==> config.mk <==
export PLATFORM = sky130hd
export DESIGN_NAME = multich_peak_reporter
export DESIGN_NICKNAME = d
export VERILOG_FILES = /design/src/rtl/multich_peak_reporter.sv
export SDC_FILE = /design/constraint.sdc
export NUM_CORES = 2
export LEC_CHECK = 0
export ABC_AREA = 1
export CORE_MARGIN = 5
export CORE_UTILIZATION = 53
export CTS_BUF_LIST = sky130_fd_sc_hd__clkbuf_4
export CTS_CLUSTER_SIZE = 16
export DETAILED_ROUTE_END_ITERATION = 8
export GPL_TIMING_DRIVEN = 0
export HOLD_SLACK_MARGIN = 0.02
export PLACE_DENSITY = 0.75
export SLEW_MARGIN = 10
export SYNTH_ARGS = -nofsm -noshare
export SYNTH_HDL_FRONTEND = slang
export SYNTH_SLANG_ARGS = --single-unit
==> constraint.sdc <==
create_clock -name aclk -period 7.4 [get_ports aclk]
set_input_delay 1.48 -clock aclk [delete_from_list [all_inputs] [get_ports aclk]]
set_output_delay 1.48 -clock aclk [all_outputs]
set_load 0.02 [all_outputs]
==> src/rtl/multich_peak_reporter.sv <==
`default_nettype none
// ============================================================================
//  Module      : multich_peak_reporter
//  Description : Per-channel, per-frame peak tracker with threshold-crossing
//                counters. When every channel has finished its frame, or a
//                timeout expires, it emits one multi-beat AXI-Stream report.
//                Channel results that arrive while their slot is still
//                occupied are dropped and counted.
//  Revision    : 1.0 - initial release
// ============================================================================
module multich_peak_reporter #(
    parameter int NUM_CH        = 2,
    parameter int DATA_LEN      = 64,
    parameter int IDX_LEN       = 32,
    parameter int FRAME_TIMEOUT = 16384
) (
    input  logic                         aclk,
    input  logic                         aresetn,
    input  logic [NUM_CH*DATA_LEN-1:0]   s_mag_tdata,
    input  logic [NUM_CH-1:0]            s_mag_tvalid,
    input  logic [NUM_CH-1:0]            s_mag_tlast,
    input  logic [NUM_CH*IDX_LEN-1:0]    s_mag_index,
    input  logic                         frame_start,
    input  logic [31:0]                  frame_id,
    input  logic [IDX_LEN-1:0]           cutoff,
    input  logic [NUM_CH*DATA_LEN-1:0]   threshold,
    output logic [63:0]                  m_axis_tdata,
    output logic                         m_axis_tvalid,
    output logic                         m_axis_tlast,
    input  logic                         m_axis_tready,
    output logic [15:0]                  drop_count,
    output logic                         busy
);

    localparam int              NBEATS    = 1 + 2 * NUM_CH;
    localparam int              BW        = 5;
    localparam logic [BW-1:0]   LAST_BEAT = BW'(NBEATS - 1);
    localparam logic [31:0]     TMO_LAST  = 32'(FRAME_TIMEOUT - 1);

    typedef enum logic [1:0] {
        ST_IDLE = 2'd0,
        ST_WAIT = 2'd1,
        ST_SEND = 2'd2
    } state_t;

    // Frame configuration
    logic [IDX_LEN-1:0]                 cutoff_q;
    logic [NUM_CH-1:0][DATA_LEN-1:0]    thr_q;
    logic [31:0]                        fid_work_q;
    logic [31:0]                        fid_rep_q;

    // Running accumulators
    logic [NUM_CH-1:0][DATA_LEN-1:0]    acc_val_q, acc_val_d;
    logic [NUM_CH-1:0][IDX_LEN-1:0]     acc_idx_q, acc_idx_d;
    logic [NUM_CH-1:0][31:0]            acc_pk_q,  acc_pk_d;
    logic [NUM_CH-1:0]                  acc_above_q, acc_above_d;

    // Latched per-channel results
    logic [NUM_CH-1:0][DATA_LEN-1:0]    res_val_q;
    logic [NUM_CH-1:0][IDX_LEN-1:0]     res_idx_q;
    logic [NUM_CH-1:0][31:0]            res_pk_q;
    logic [NUM_CH-1:0]                  done_mask_q;

    // Report FSM and output registers
    state_t                             state_q;
    logic [31:0]                        timer_q;
    logic [BW-1:0]                      beat_q;
    logic [63:0]                        tdata_q;
    logic                               tvalid_q;
    logic                               tlast_q;
    logic [15:0]                        drop_q;

    // Combinational helpers
    logic [NUM_CH-1:0][DATA_LEN-1:0]    w_data;
    logic [NUM_CH-1:0][IDX_LEN-1:0]     w_index;
    logic [NUM_CH-1:0][DATA_LEN-1:0]    w_thr;
    logic [NUM_CH-1:0]                  w_qual;
    logic [NUM_CH-1:0][DATA_LEN-1:0]    w_upd_val;
    logic [NUM_CH-1:0][IDX_LEN-1:0]     w_upd_idx;
    logic [NUM_CH-1:0][31:0]            w_upd_pk;
    logic [NUM_CH-1:0]                  w_upd_above;
    logic [NUM_CH-1:0]                  w_eof;
    logic [NUM_CH-1:0]                  w_latch;
    logic [NUM_CH-1:0]                  w_drop;
    logic [NUM_CH-1:0]                  w_mask_next;
    logic [IDX_LEN-1:0]                 w_cut;
    logic [31:0]                        w_fid;
    logic [3:0]                         w_drop_n;
    logic [16:0]                        w_drop_sum;
    logic [15:0]                        w_drop_next;
    logic [BW-1:0]                      w_sel;
    logic [63:0]                        w_beat;
    logic                               w_beat_last;

    // A frame_start beat is judged against the incoming configuration
    assign w_cut       = frame_start ? cutoff   : cutoff_q;
    assign w_fid       = frame_start ? frame_id : fid_work_q;
    assign w_mask_next = done_mask_q | w_latch;

    // Per-channel qualification, peak/crossing update and slot arbitration
    always_comb begin
        for (int c = 0; c < NUM_CH; c++) begin
            w_data[c]      = s_mag_tdata[c*DATA_LEN +: DATA_LEN];
            w_index[c]     = s_mag_index[c*IDX_LEN +: IDX_LEN];
            w_thr[c]       = frame_start ? threshold[c*DATA_LEN +: DATA_LEN] : thr_q[c];
            w_qual[c]      = (w_index[c] < w_cut) && (w_data[c] > w_thr[c]);
            w_upd_val[c]   = frame_start ? '0   : acc_val_q[c];
            w_upd_idx[c]   = frame_start ? '0   : acc_idx_q[c];
            w_upd_pk[c]    = frame_start ? '0   : acc_pk_q[c];
            w_upd_above[c] = frame_start ? 1'b0 : acc_above_q[c];
            if (s_mag_tvalid[c]) begin
                if (w_qual[c] && (w_data[c] > w_upd_val[c])) begin
                    w_upd_val[c] = w_data[c];
                    w_upd_idx[c] = w_index[c];
                end
                if (w_qual[c] && !w_upd_above[c] && (w_upd_pk[c] != 32'hFFFF_FFFF)) begin
                    w_upd_pk[c] = w_upd_pk[c] + 32'd1;
                end
                w_upd_above[c] = w_qual[c];
            end
            w_eof[c]       = s_mag_tvalid[c] && s_mag_tlast[c];
            acc_val_d[c]   = w_eof[c] ? '0   : w_upd_val[c];
            acc_idx_d[c]   = w_eof[c] ? '0   : w_upd_idx[c];
            acc_pk_d[c]    = w_eof[c] ? '0   : w_upd_pk[c];
            acc_above_d[c] = w_eof[c] ? 1'b0 : w_upd_above[c];
            w_latch[c]     = w_eof[c] && (state_q != ST_SEND) && !done_mask_q[c];
            w_drop[c]      = w_eof[c] && !((state_q != ST_SEND) && !done_mask_q[c]);
        end
    end

    // Saturating add of this cycle's dropped results
    always_comb begin
        w_drop_n = '0;
        for (int c = 0; c < NUM_CH; c++) begin
            w_drop_n = w_drop_n + 4'(w_drop[c]);
        end
        w_drop_sum  = {1'b0, drop_q} + 17'(w_drop_n);
        w_drop_next = w_drop_sum[16] ? 16'hFFFF : w_drop_sum[15:0];
    end

    // Report beat selection: next beat to present on the output register
    always_comb begin
        w_sel       = tvalid_q ? BW'(beat_q + 1'b1) : beat_q;
        w_beat_last = (w_sel == LAST_BEAT);
        w_beat      = '0;
        if (w_sel == '0) begin
            w_beat = {16'h504B, 8'(NUM_CH), 8'(done_mask_q), fid_rep_q};
        end
        for (int c = 0; c < NUM_CH; c++) begin
            if (done_mask_q[c]) begin
                if (w_sel == BW'(1 + 2 * c)) begin
                    w_beat = {32'(res_idx_q[c]), res_pk_q[c]};
                end
                if (w_sel == BW'(2 + 2 * c)) begin
                    w_beat = 64'(res_val_q[c]);
                end
            end
        end
    end

    // Configuration, accumulators, result slots and drop counter
    always_ff @(posedge aclk or negedge aresetn) begin
        if (!aresetn) begin
            cutoff_q    <= '0;
            thr_q       <= '0;
            fid_work_q  <= '0;
            acc_val_q   <= '0;
            acc_idx_q   <= '0;
            acc_pk_q    <= '0;
            acc_above_q <= '0;
            res_val_q   <= '0;
            res_idx_q   <= '0;
            res_pk_q    <= '0;
            drop_q      <= '0;
        end else begin
            if (frame_start) begin
                cutoff_q   <= cutoff;
                thr_q      <= threshold;
                fid_work_q <= frame_id;
            end
            acc_val_q   <= acc_val_d;
            acc_idx_q   <= acc_idx_d;
            acc_pk_q    <= acc_pk_d;
            acc_above_q <= acc_above_d;
            for (int c = 0; c < NUM_CH; c++) begin
                if (w_latch[c]) begin
                    res_val_q[c] <= w_upd_val[c];
                    res_idx_q[c] <= w_upd_idx[c];
                    res_pk_q[c]  <= w_upd_pk[c];
                end
            end
            drop_q <= w_drop_next;
        end
    end

    // Report FSM: collect results, wait for all channels or timeout, stream packet
    always_ff @(posedge aclk or negedge aresetn) begin
        if (!aresetn) begin
            state_q     <= ST_IDLE;
            timer_q     <= '0;
            beat_q      <= '0;
            tdata_q     <= '0;
            tvalid_q    <= 1'b0;
            tlast_q     <= 1'b0;
            done_mask_q <= '0;
            fid_rep_q   <= '0;
        end else begin
            case (state_q)
                ST_IDLE: begin
                    done_mask_q <= w_mask_next;
                    if (|w_latch) begin
                        state_q   <= ST_WAIT;
                        fid_rep_q <= w_fid;
                        timer_q   <= '0;
                    end
                end
                ST_WAIT: begin
                    done_mask_q <= w_mask_next;
                    timer_q     <= timer_q + 32'd1;
                    if ((&w_mask_next) || ((FRAME_TIMEOUT != 0) && (timer_q == TMO_LAST))) begin
                        state_q  <= ST_SEND;
                        beat_q   <= '0;
                        tvalid_q <= 1'b0;
                    end
                end
                ST_SEND: begin
                    if (!tvalid_q) begin
                        tvalid_q <= 1'b1;
                        tdata_q  <= w_beat;
                        tlast_q  <= w_beat_last;
                    end else if (m_axis_tready) begin
                        if (tlast_q) begin
                            tvalid_q    <= 1'b0;
                            tlast_q     <= 1'b0;
                            beat_q      <= '0;
                            done_mask_q <= '0;
                            state_q     <= ST_IDLE;
                        end else begin
                            beat_q  <= w_sel;
                            tdata_q <= w_beat;
                            tlast_q <= w_beat_last;
                        end
                    end
                end
                default: begin
                    state_q <= ST_IDLE;
                end
            endcase
        end
    end

    assign m_axis_tdata  = tdata_q;
    assign m_axis_tvalid = tvalid_q;
    assign m_axis_tlast  = tlast_q;
    assign drop_count    = drop_q;
    assign busy          = (state_q != ST_IDLE);

endmodule
`default_nettype wire
==> results by group <==
Synthesis
  – Area leader, netlist: dfrtp_1
  – Mapped Area: 47600 sq um
  – Netlist cell types: 56
  – FF+latch count, synth: 861
  – Synth warnings: 0
  – Top post-synthesis cells by count: nand2_1 (1819), dfrtp_1 (861), o21ai_0 (474), nor2_1 (450), inv_1 (446)
  – Dominant cells by area after synthesis: dfrtp_1 (45%), nand2_1 (14%), ha_1 (8.5%)
  – Mapped Cells: 6069
  – EDFF count, synth: 0
  – Post-synthesis area per instance: 7.84 sq um
  – Net Count, Synth: 6785
  – Count leader, synth: nand2_1
  – Yosys top cell area share: 0.453
  – Seq/Total Area, Yosys: 0.453
  – Main synth FF type: dfrtp_1
  – Async SR Flop Fraction: 1.00

Critical path
  – Worst path top cell family by delay: buffers and inverters
  – CP max stage cell: clkbuf_1
  – Depth of the most critical reg-to-reg path: 21
  – Critical path, cell by cell: clkdlybuf4s50_1 > buf_6 > buf_6 > buf_6 > clkbuf_1 > clkbuf_1 > o21ai_0 > ha_1 > nand2_1 > inv_1 > o21ai_0 > nand2_1 > a21oi_1 > o21ai_0 > nor2_1 > nand3_1 > inv_2 > buf_2 > buf_2 > nand3_1 > nand2_1 > nand2_1 > nand2_1
  – CP bufs+invs: 10
  – CP Class: in -> reg
  – CP most frequent cell: nand2_1
  – Crit path largest cell delay: 1.02 ns
  – Crit path max fanout: 10
  – Startpoint types: input port
  – Setup crit end kind: flip-flop
  – Crit path DAT: 8.48 ns
  – Critical path required time: 8.51 ns
  – R2R setup slack: 3.15 ns
  – Worst path depth: 23

Clocking
  – PostCTS Resize Cnt: 0
  – TritonCTS Buffers: 229
  – Clk_lat worst skew: 1.19 ns
  – CTS clock-pin slew for the worst setup and hold paths: 0.08 ns
  – H-tree levels: 4
  – Postcts setup bufs: 0
  – Hold_buf cts: 0
  – CTS tree: built
  – CTS root buf: clkbuf_4
  – Sink Count: 861
  – Clock tree buffer depth: 3

Run status
  – Run status: finished, final reports clean

Final layout
  – Fin nets: 7500
  – Share of layout cells above drive strength 1: 0.0931
  – Fin util: 0.642
  – P&R area growth vs syn: 19.7%
  – Fin area: 57000 sq um
  – Finished Layout Cells: 8122

Route
  – Post-route ant nets: 0
  – # DRC: 0
  – Pre-antenna DRT Iters: 6
  – DR WL/cell: 21.8 microns
  – Vias per inst: 5.71
  – Routed wire length: 177000 microns
  – Vias after detailed routing: 46400
  – DRT iter0 DRCs: 4869

Floorplan
  – Core ar.: 88800 sq um
  – Full die area: 95900 sq um
  – Die Span Y: 310 microns
  – Ports: 475
  – Num rows: 109
  – Die width: 310 microns
  – Starting density of the core: 0.536

Worst hold path
  – Hold Path Class: in -> async

Timing
  – Max Fclk: 0.136 GHz
  – Final Slew Violations: 0
  – Slew headroom: 0.0904
  – Hold WS: 0.285 ns
  – Setup repair after global routing missed its margin: false
  – Post-route clock period utilization: 0.995
  – Hold Fails Final Rpt: 0
  – Worst slew pin tran: 1.36 ns
  – Number of setup violations in the final report: 0
  – Period minus WS final: 7.36 ns
  – Final Skew: 0.0991 ns

Placement
  – Placed Instance Area: 54100 sq um
  – Hpwl dp: 139000 microns
  – I/O Buffers: 473
  – Dpl cells: 7717
  – RePlAce Congestion: 1.02

Power and ir drop
  – P per Cell Area: 280 nW/um^2
  – Peak supply drop: 0.182 mV
  – LEAKAGE: 28.1 nW
  – Total power: 15.9 mW

Run
  – Max-cap violations: 0

GRT
  – Antenna violations before repair: 7
  – First-pass GRT wire length: 264000 microns
  – Overflow after GRT: 0
  – Largest net degree at the start of global routing: 107
  – Global-route usage over all layers: 0.363
  – Vias in the first global route: 45000
==> cells in the final DEF (no fill, tap or decap), drive strengths merged, types with 2 or more instances in the layout <==
| cell type | n |
|---|---|
| nand2 | 1828 |
| dfrtp | 861 |
| clkbuf | 570 |
| o21ai | 500 |
| clkdlybuf4s50 | 472 |
| inv | 465 |
| nor2 | 459 |
| a21oi | 423 |
| ha | 323 |
| nand3 | 322 |
| or2 | 161 |
| nand3b | 129 |
| buf | 88 |
| nand4 | 85 |
| clkinv | 53 |
| nor3 | 53 |
| a31oi | 45 |
| o211ai | 34 |
| nor4 | 23 |
| o21a | 9 |
| diode | 8 |
| xor2 | 7 |
| o21bai | 5 |
| a21o | 4 |
| and2 | 3 |
| a22oi | 3 |
| mux2i | 3 |
| bufinv | 3 |
| a21boi | 2 |
| xnor2 | 2 |
| a211oi | 2 |
| o32ai | 2 |
| clkinvlp | 2 |
==> cell type report <==
| type | count | area [sq um] |
|---|---|---|
| Inverter | 460 | 1730 |
| Antenna cell | 8 | 20.0 |
| Timing Repair Buffer | 484 | 5020 |
| Multi-Input combinational cell | 4435 | 23000 |
| Fill cell | 7882 | 31800 |
| Tap cell | 1165 | 1460 |
| Clock buffer | 333 | 2500 |
| Clock inverter | 63 | 385 |
| Sequential cell | 861 | 21500 |
| Buffer | 313 | 1340 |
==> registers in the layout, summed over array words and instances (netlist names), 64 cells and up <==
signal,flops
acc_idx_q,64
acc_pk_q,64
acc_val_q,128
m_axis_tdata,64
res_idx_q,64
res_pk_q,64
res_val_q,128
thr_q,128
==> stage by stage <==
| step | setup TNS [ns] | worst slack, ns |
|---|---|---|
| 6_report | 0 | 0.0381 |
| 5_1_grt | 0 | 0.166 |
| 4_1_cts | 0 | 0.331 |
| 3_5_place_dp | -323.99 | -0.907 |
| 3_3_place_gp | - | -34.50 |
| 2_1_floorplan | 0 | 2.78 |
==> cell families (layout without fill, tap and decap cells) <==
group / after synthesis / after routing / share of synthesized area
muxes: 3 / 3 / 0.000631
and+or+nand+nor: 3066 / 3066 / 0.281
DFF: 861 / 861 / 0.453
xor gates and xnor gates: 9 / 9 / 0.00181
AOI/OAI and AO/OA: 1033 / 1033 / 0.114
buffers and inverters: 773 / 1653 / 0.0643
adders and majority gates: 324 / 324 / 0.0854
other: 0 / 8 / 0
==> worst paths after layout <==
check | from | endpoint
worst max-delay path | frame_start | res_idx_q[56]
worst min-delay path | aresetn | fid_rep_q[26]
worst max register to register | thr_q[15] | res_idx_q[14]
worst min register to register | fid_work_q[18] | fid_work_q[18]
max in group asynchronous | aresetn | drop_count[12]
min in group aclk | fid_work_q[18] | fid_work_q[18]
==> power breakdown <==
part | internal [mW] | total [mW] | switching [mW] | leakage (nW)
Sequential | 5.54 | 6.17 | 0.624 | 11.2
Combinational | 1.69 | 5.48 | 3.79 | 15.1
Clock | 2.16 | 4.29 | 2.13 | 1.71
==> routing by layer <==
layer	track usage	wire length [microns]	vias up
met2	0.569	79000	2231
met1	0.474	70600	22200
li1	-	-	21500
met4	0.187	10500	6
met5	0	175	-
met3	0.0871	16700	490
(Power assumes the default switching activity.)
